`src/rtl/ram_256_burst_ctrl.sv`:
```
// ram_256_burst_ctrl - burst master for a RAM_256 style single-port RAM.
// Accepts write/read burst commands on a valid/ready port, streams write beats
// into the RAM and read beats out of it, hiding the RAM pin timing.
// Optional feature: define RAM_256_BURST_CHKSUM_EN to add chksum_o, the XOR of
// every beat moved by the current (or most recent) burst.
module ram_256_burst_ctrl #(
    parameter int ADDR_W = 8,
    parameter int DATA_W = 8
) (
    input  logic              clk,
    input  logic              rst_n,
    input  logic              cmd_valid_i,
    output logic              cmd_ready_o,
    input  logic              cmd_wr_i,
    input  logic [ADDR_W-1:0] cmd_addr_i,
    input  logic [7:0]        cmd_len_i,
    input  logic [DATA_W-1:0] wr_data_i,
    input  logic              wr_valid_i,
    output logic              wr_ready_o,
    output logic [DATA_W-1:0] rd_data_o,
    output logic              rd_valid_o,
    input  logic              rd_ready_i,
    output logic              busy_o,
    output logic              done_o,
    output logic              ram_cs_o,
    output logic              ram_w_r_o,
    output logic [ADDR_W-1:0] ram_addr_o,
    output logic [DATA_W-1:0] ram_din_o,
    input  logic [DATA_W-1:0] ram_dout_i
`ifdef RAM_256_BURST_CHKSUM_EN
    ,
    output logic [DATA_W-1:0] chksum_o
`endif
);

    typedef enum logic [2:0] {
        S_IDLE,
        S_WR_BEAT,
        S_RD_ADDR,
        S_RD_CAP,
        S_RD_HOLD,
        S_FIN
    } state_e;

    state_e              state_q;
    logic [ADDR_W-1:0]   addr_q;
    logic [7:0]          len_q;
    logic [7:0]          cnt_q;
    logic [DATA_W-1:0]   rd_data_q;
    logic                rd_valid_q;
    logic                done_q;

    logic cmd_fire;
    logic wr_fire;
    logic rd_fire;
    logic last_beat;

    assign cmd_fire  = (state_q == S_IDLE) && cmd_valid_i;
    assign wr_fire   = (state_q == S_WR_BEAT) && wr_valid_i;
    assign rd_fire   = (state_q == S_RD_HOLD) && rd_ready_i;
    assign last_beat = (cnt_q == len_q);

    // Burst sequencer: state, address/beat counters and registered read/done outputs.
    // NOTE: sequential state uses non-blocking assignments so every register samples
    // the pre-edge values of the others, independent of statement order.
    always_ff @(posedge clk or negedge rst_n) begin
        if (!rst_n) begin
            state_q    <= S_IDLE;
            addr_q     <= '0;
            len_q      <= '0;
            cnt_q      <= '0;
            rd_data_q  <= '0;
            rd_valid_q <= 1'b0;
            done_q     <= 1'b0;
        end else begin
            done_q <= 1'b0;
            case (state_q)
                S_IDLE: begin
                    if (cmd_fire) begin
                        addr_q  <= cmd_addr_i;
                        len_q   <= cmd_len_i;
                        cnt_q   <= '0;
                        state_q <= cmd_wr_i ? S_WR_BEAT : S_RD_ADDR;
                    end
                end
                S_WR_BEAT: begin
                    // The RAM captures the beat on this same edge; just advance.
                    if (wr_fire) begin
                        addr_q <= addr_q + ADDR_W'(1);
                        cnt_q  <= cnt_q + 8'd1;
                        if (last_beat) begin
                            state_q <= S_FIN;
                            done_q  <= 1'b1;
                        end
                    end
                end
                S_RD_ADDR: begin
                    state_q <= S_RD_CAP;
                end
                S_RD_CAP: begin
                    rd_data_q  <= ram_dout_i;
                    rd_valid_q <= 1'b1;
                    state_q    <= S_RD_HOLD;
                end
                S_RD_HOLD: begin
                    // Beat stays on rd_data_o until the consumer takes it.
                    if (rd_fire) begin
                        rd_valid_q <= 1'b0;
                        if (last_beat) begin
                            state_q <= S_FIN;
                            done_q  <= 1'b1;
                        end else begin
                            addr_q  <= addr_q + ADDR_W'(1);
                            cnt_q   <= cnt_q + 8'd1;
                            state_q <= S_RD_ADDR;
                        end
                    end
                end
                S_FIN: begin
                    state_q <= S_IDLE;
                end
                default: begin
                    state_q <= S_IDLE;
                end
            endcase
        end
    end

    // RAM pin drive: decoded from the state so an async reset drops CS at once.
    // NOTE: every output gets a default first so no path leaves it unassigned (no latch).
    always_comb begin
        ram_cs_o  = 1'b0;
        ram_w_r_o = 1'b0;
        ram_din_o = '0;
        case (state_q)
            S_WR_BEAT: begin
                ram_cs_o  = wr_valid_i;
                ram_w_r_o = wr_valid_i;
                ram_din_o = wr_data_i;
            end
            S_RD_ADDR, S_RD_CAP: begin
                ram_cs_o = 1'b1;
            end
            default: begin
                ram_cs_o = 1'b0;
            end
        endcase
    end

    assign ram_addr_o  = addr_q;
    assign cmd_ready_o = (state_q == S_IDLE);
    assign busy_o      = (state_q != S_IDLE);
    assign wr_ready_o  = (state_q == S_WR_BEAT);
    assign rd_data_o   = rd_data_q;
    assign rd_valid_o  = rd_valid_q;
    assign done_o      = done_q;

`ifdef RAM_256_BURST_CHKSUM_EN
    logic [DATA_W-1:0] chksum_q;

    // Running XOR of the beats of the current burst; cleared when a new one starts.
    always_ff @(posedge clk or negedge rst_n) begin
        if (!rst_n) begin
            chksum_q <= '0;
        end else if (cmd_fire) begin
            chksum_q <= '0;
        end else if (wr_fire) begin
            chksum_q <= chksum_q ^ wr_data_i;
        end else if (rd_fire) begin
            chksum_q <= chksum_q ^ rd_data_q;
        end
    end

    assign chksum_o = chksum_q;
`endif

endmodule

```
`config.mk`:
```
export PLATFORM = sky130hd
export DESIGN_NAME = ram_256_burst_ctrl
export DESIGN_NICKNAME = d
export VERILOG_FILES = /design/src/rtl/ram_256_burst_ctrl.sv
export SDC_FILE = /design/constraint.sdc
export NUM_CORES = 1
export LEC_CHECK = 0
export CAP_MARGIN = 20
export CORE_MARGIN = 5
export CORE_UTILIZATION = 35
export CTS_CLUSTER_SIZE = 24
export DETAILED_ROUTE_END_ITERATION = 16
export PLACE_DENSITY = 0.6
export SETUP_SLACK_MARGIN = 0.4
export SYNTH_ARGS = -nofsm -noshare
export SYNTH_HDL_FRONTEND = slang
export SYNTH_SLANG_ARGS = --single-unit
```
`constraint.sdc`:
```
create_clock -name clk -period 2.23 [get_ports clk]
set_clock_uncertainty 0.05 [all_clocks]
set_input_delay 0.223 -clock clk [delete_from_list [all_inputs] [get_ports clk]]
set_output_delay 0.223 -clock clk [all_outputs]
set_load 0.005 [all_outputs]
```
# After elaboration in Yosys (flattened, before gate mapping)
# Index checks and enable logic that the tools add are counted.
[totals] regBits=37 latch_bits=0 ram_bits=0 rom_bits=0 output_inout_bits=31 word_cells=57 mem_count=0
[classes] add_sub_neg=2 multipliers=0 div=0 magnitude_cmp=0 n_eq_ne=10 shift=0 mux=26 bitwise_logic=0 n_reduce_logical=12
[op_table] cell="$mux 8" n=9
[op_table] cell="$pmux 8 s3" n=2
[op_table] cell="$add 8x1->8 const B" n=2
[op_table] cell="$mux 3" n=5
[op_table] cell="$pmux 3 s5" n=1
[op_table] cell="$eq 8x8->1" n=1
[op_table] cell="$eq 3x2->1 const B" n=2
[op_table] cell="$ne 2x1->1 const B" n=3
[op_table] cell="$pmux 1 s2" n=3
[op_table] cell="$reduce_bool 3->1" n=2
[op_table] cell="$mux 1" n=5
[op_table] cell="$reduce_and 5->1" n=1
[op_table] cell="$ne 2x2->1 const B" n=2
[op_table] cell="$reduce_and 2->1" n=2
[op_table] cell="$reduce_and 4->1" n=1
[op_table] cell="$eq 3x1->1 const B" n=1
[op_table] cell="$eq 3x3->1 const B" n=1
[op_table] cell="$logic_and 1x1->1" n=3
[op_table] cell="$logic_not 3->1" n=1
[op_table] cell="$mux 2" n=1
[op_table] cell="$reduce_bool 2->1" n=1
[op_table] cell="$reduce_or 2->1" n=1

# Depth between registers and ports, before layout
[logic_depth] ltp_word=4 mapped_depth=7 ltp_nobuf=6

# Least setup slack after synthesis
# No wires, ideal clock.
[synth_timing] path_type="register to register" startpoint="register state_q[1]" endpoint="register len_q[0]" setup_ns=0.125 arrival_time_ns=1.514 slack_ns=0.541 stages_incl_launch_ff=6 n_path_buf=2 path_cell_list="dfrtp_1 -> buf_2 -> nor3_1 -> and2_1 -> buf_2 -> mux2_2"
[synth_via] elab_chain_cells=3
[synth_rtl] item="start: declaration" line_no="45" rtl="state_e state_q;"
[synth_rtl] item="start signal: assignment" line_no="83" rtl="state_q <= cmd_wr_i ? S_WR_BEAT : S_RD_ADDR;"
[synth_rtl] item="$logic_not 3->1 (*)"
[synth_rtl] item="named net cmd_ready_o" line_no="13" rtl="output logic cmd_ready_o,"
[synth_rtl] item="$logic_and 1x1->1" line_no="58" rtl="assign cmd_fire = (state_q == S_IDLE) && cmd_valid_i;"
[synth_rtl] item="$reduce_and 2->1 (no line) (*)"
[synth_rtl] item="end signal: assignment" line_no="81" rtl="len_q <= cmd_len_i;"
[synth_rtl] item="end: declaration" line_no="47" rtl="logic [7:0] len_q;"
# Mark *: on every way through the listed nets, which the timed path passes. The rest lies on a longest branch.
# A chain may end at the register's enable or synchronous reset.

# Final worst setup path
[layout_timing] startpoint="register state_q[1]" endpoint="register cnt_q[5]"
[layout_via] elab_chain_cells=4 elab_cells_between_ends=13 classes_between="eq/ne (6); mux (1); reduce/logical (6)"
[layout_rtl] item="$eq 3x3->1 (tied with other cells)" line_no="60, 77"
[layout_rtl] item="$logic_and 1x1->1 (on tied branches)" line_no="60, 58, 59"
[layout_rtl] item="$ne 2x2->1 (no line) / $ne 2x1->1 (equally long branches)"
[layout_rtl] item="$reduce_and 5->1 (no line)"
[layout_rtl] item="end signal: assignment" line_no="90" rtl="cnt_q <= cnt_q + 8'd1;"
[layout_rtl] item="end signal: assignment" line_no="114" rtl="cnt_q <= cnt_q + 8'd1;"
[layout_rtl] item="end: declaration" line_no="48" rtl="logic [7:0] cnt_q;"
# Parallel ways exist; a longest one is shown, timed or not.

==> results.ini <==
[route]
ant_nets=0
wl_per_cell_um=14.4
vias=1768
detail_route.first_pass.iterations=4
viasPerCell=5.04
drcViolationCount=0
wl_mm=5.05
drtIter0Drc=50

[synth]
synth.distinct_cells=37
ys_ff_latch=37
synth-edff-count=0
synth.largest_area_cell=dfrtp_1
syn_avg_cell_area_um2=10.2
syn_area_mm2=0.00199
syn_nets=236
syn_inst=196
synth_area_leaders=dfrtp_1, mux2_2, a21oi_1, o21ai_0, xor2_1
yosysWarnings=0
synth-seq-area-share_pct=46.4
netlist.area_leader.share_pct=46.4
synthArstFlopShare_pct=100
ys.flop_type=dfrtp_1

[grt]
grt_usage_pct=13.5
first_global_vias=1735
overflow=0
grt_max_degree=38
antenna_found_initial=0
grt_pass1_wl_mm=8.11

[timing]
post-route-min-period_ns=1.75
clock.fmax_ghz=0.571
hold_viol=16
setup_viol=0
setup_ws_ns=0.480
final-max-slew-violation-count=0
hold_slack_ns=-0.0125
fin_crit_sh_pct=78.5
grt_setup_unrepaired=true
tns_ns=0
slew_headroom_pct=43.4
tightest_slew_ns=0.849

[floorplanning]
die_area_mm2=0.00731
coreArea_mm2=0.00551
rows=27
dieHeight_um=85.5
pin_count=69
initial_core_util_pct=36.2
chipWidth_um=85.5

[pwr]
total_power_mw=4.51
peakVddDrop_v=0.000589
power.density_mw_per_mm2=1460
leakagePower_nw=1.45

[finish]
antennaDiodeCount=0
regArea_um2=932
final_cell_mix=clkdlybuf4s50_1, dfrtp_1, a21oi_1
fin_cells=351
final_common_cell=clkdlybuf4s50_1
multiInputGateArea_mm2=0.00109
layout-drive-gt1-share_pct=23.3
nets=318
synthToLayoutAreaGrowth_pct=55.1
postLayoutCellArea_mm2=0.00309
utilization_pct=56.2
fill_cells=489

[worst_setup_path]
slowest_delay_ns=0.46
reg2reg_from=state_q[1]
reg2reg_slack_ns=0.48
cp.arrival_ns=1.90
path_cells=buf_4, nor3b_4, a22oi_2, a31oi_4, buf_6, nand2_8, o31ai_4
crit_type=flop to flop
critical_path.max_fanout=7
rr_endpoint=cnt_q[5]
cp.required_ns=2.38
cp-start-kind=flop
crit_path_end_kind=flop
rr_worst_depth=7
slowest_stage=dfrtp_2

[outcome]
violations=negative hold slack
run_status=finished with violations

[cts]
cts_max_level=2
clkLatencyLatePin_ns=0.29
root_buffer=clkbuf_8
ctsLongestPathBuffers=2
cts_tree=done
cts.sinks=37
clk_pin_slew_ns=0.08
numCtsBuffers=5

[placed_design]
pre_cts_ws_ns=0.353
dp_hpwl_mm=3.41
io_buffers=68
placed_area_mm2=0.00274
gp_congestion=0.776
placedCellCount=330

[flow_run]
drv_cap=0

[min_path]
hp-class=primary input to async pin

## layout make-up
| cell class | instances | share of cell area (%) |
|---|---|---|
| clock buffers | 6 | 2.67 |
| clock inverters | 2 | 1.21 |
| inverters | 5 | 0.728 |
| multi-input cells | 144 | 35.2 |
| flip-flops and latches | 37 | 30.1 |
| well taps | 72 | 2.91 |
| repair buffers | 85 | 27.2 |
## worst max-delay path by stage
stage                           from           end  slack, ns  depth (start not counted)
after floorplan           state_q[1]      len_q[0]       0.54                          5
after global placement    wr_valid_i      cnt_q[7]       0.36                          7
after detailed placement  wr_valid_i      cnt_q[7]       0.35                          7
after CTS                 state_q[2]  ram_din_o[1]       0.22                          4
after global routing      state_q[1]      cnt_q[5]       0.37                          7
final                     state_q[1]      cnt_q[5]       0.48                          7
## state kept, by name, summed over array words and instances (netlist names)
signal and flops:
ram_addr_o 8, rd_data_o 8, done_o 1, cnt_q 8, len_q 8, rd_valid_o 1
state_q 3
## worst max-delay path, delay by kind of cell, from the launching register on
family	cells	cell delay [ns]
buffers and inverters	2	0.35
and+or+nand+nor	2	0.27
DFF	1	0.46
AOI/OAI and AO/OA	3	0.53
## cell families after synthesis
| logic type | synth area share, % |
|---|---|
| muxes | 11.3 |
| DFF | 46.4 |
| and+or+nand+nor | 18.0 |
| AOI/OAI and AO/OA | 16.1 |
| adders and majority gates | 1.25 |
| buffers and inverters | 3.45 |
| xor gates and xnor gates | 3.51 |
## routing by layer
layer,global-route usage [%],routed length (um)
met1,17.0,2290
met2,22.6,2320
met3,4.37,438
met4,2.59,8
met5,0,0
## timing repair
action	in CTS	in global routing
gates cloned	0	2
hold buffers	0	0
endpoints found under the setup margin	23	27
resized for setup	9	32
setup buffers	4	7
pin swaps	2	4
## where the power goes
| group | switching (mW) | total (mW) | internal, mW |
|---|---|---|---|
| Combinational | 1.23 | 2.67 | 1.45 |
| Sequential | 0.256 | 1.22 | 0.968 |
| Clock | 0.245 | 0.608 | 0.364 |
| Total | 1.73 | 4.51 | 2.78 |
## synthesized netlist by cell type (3+ instances only)
cell type,count
xor2_1,8
mux2i_1,3
o21ai_0,17
buf_2,6
o2bb2ai_1,3
dfrtp_1,37
o31ai_2,3
nand2_1,16
and2_1,3
nand4_1,3
a21oi_1,18
inv_1,5
mux2_2,16
and3_1,11
nand2b_1,6
nand3_1,7
nor2_1,5
(Power assumes the default switching activity.)
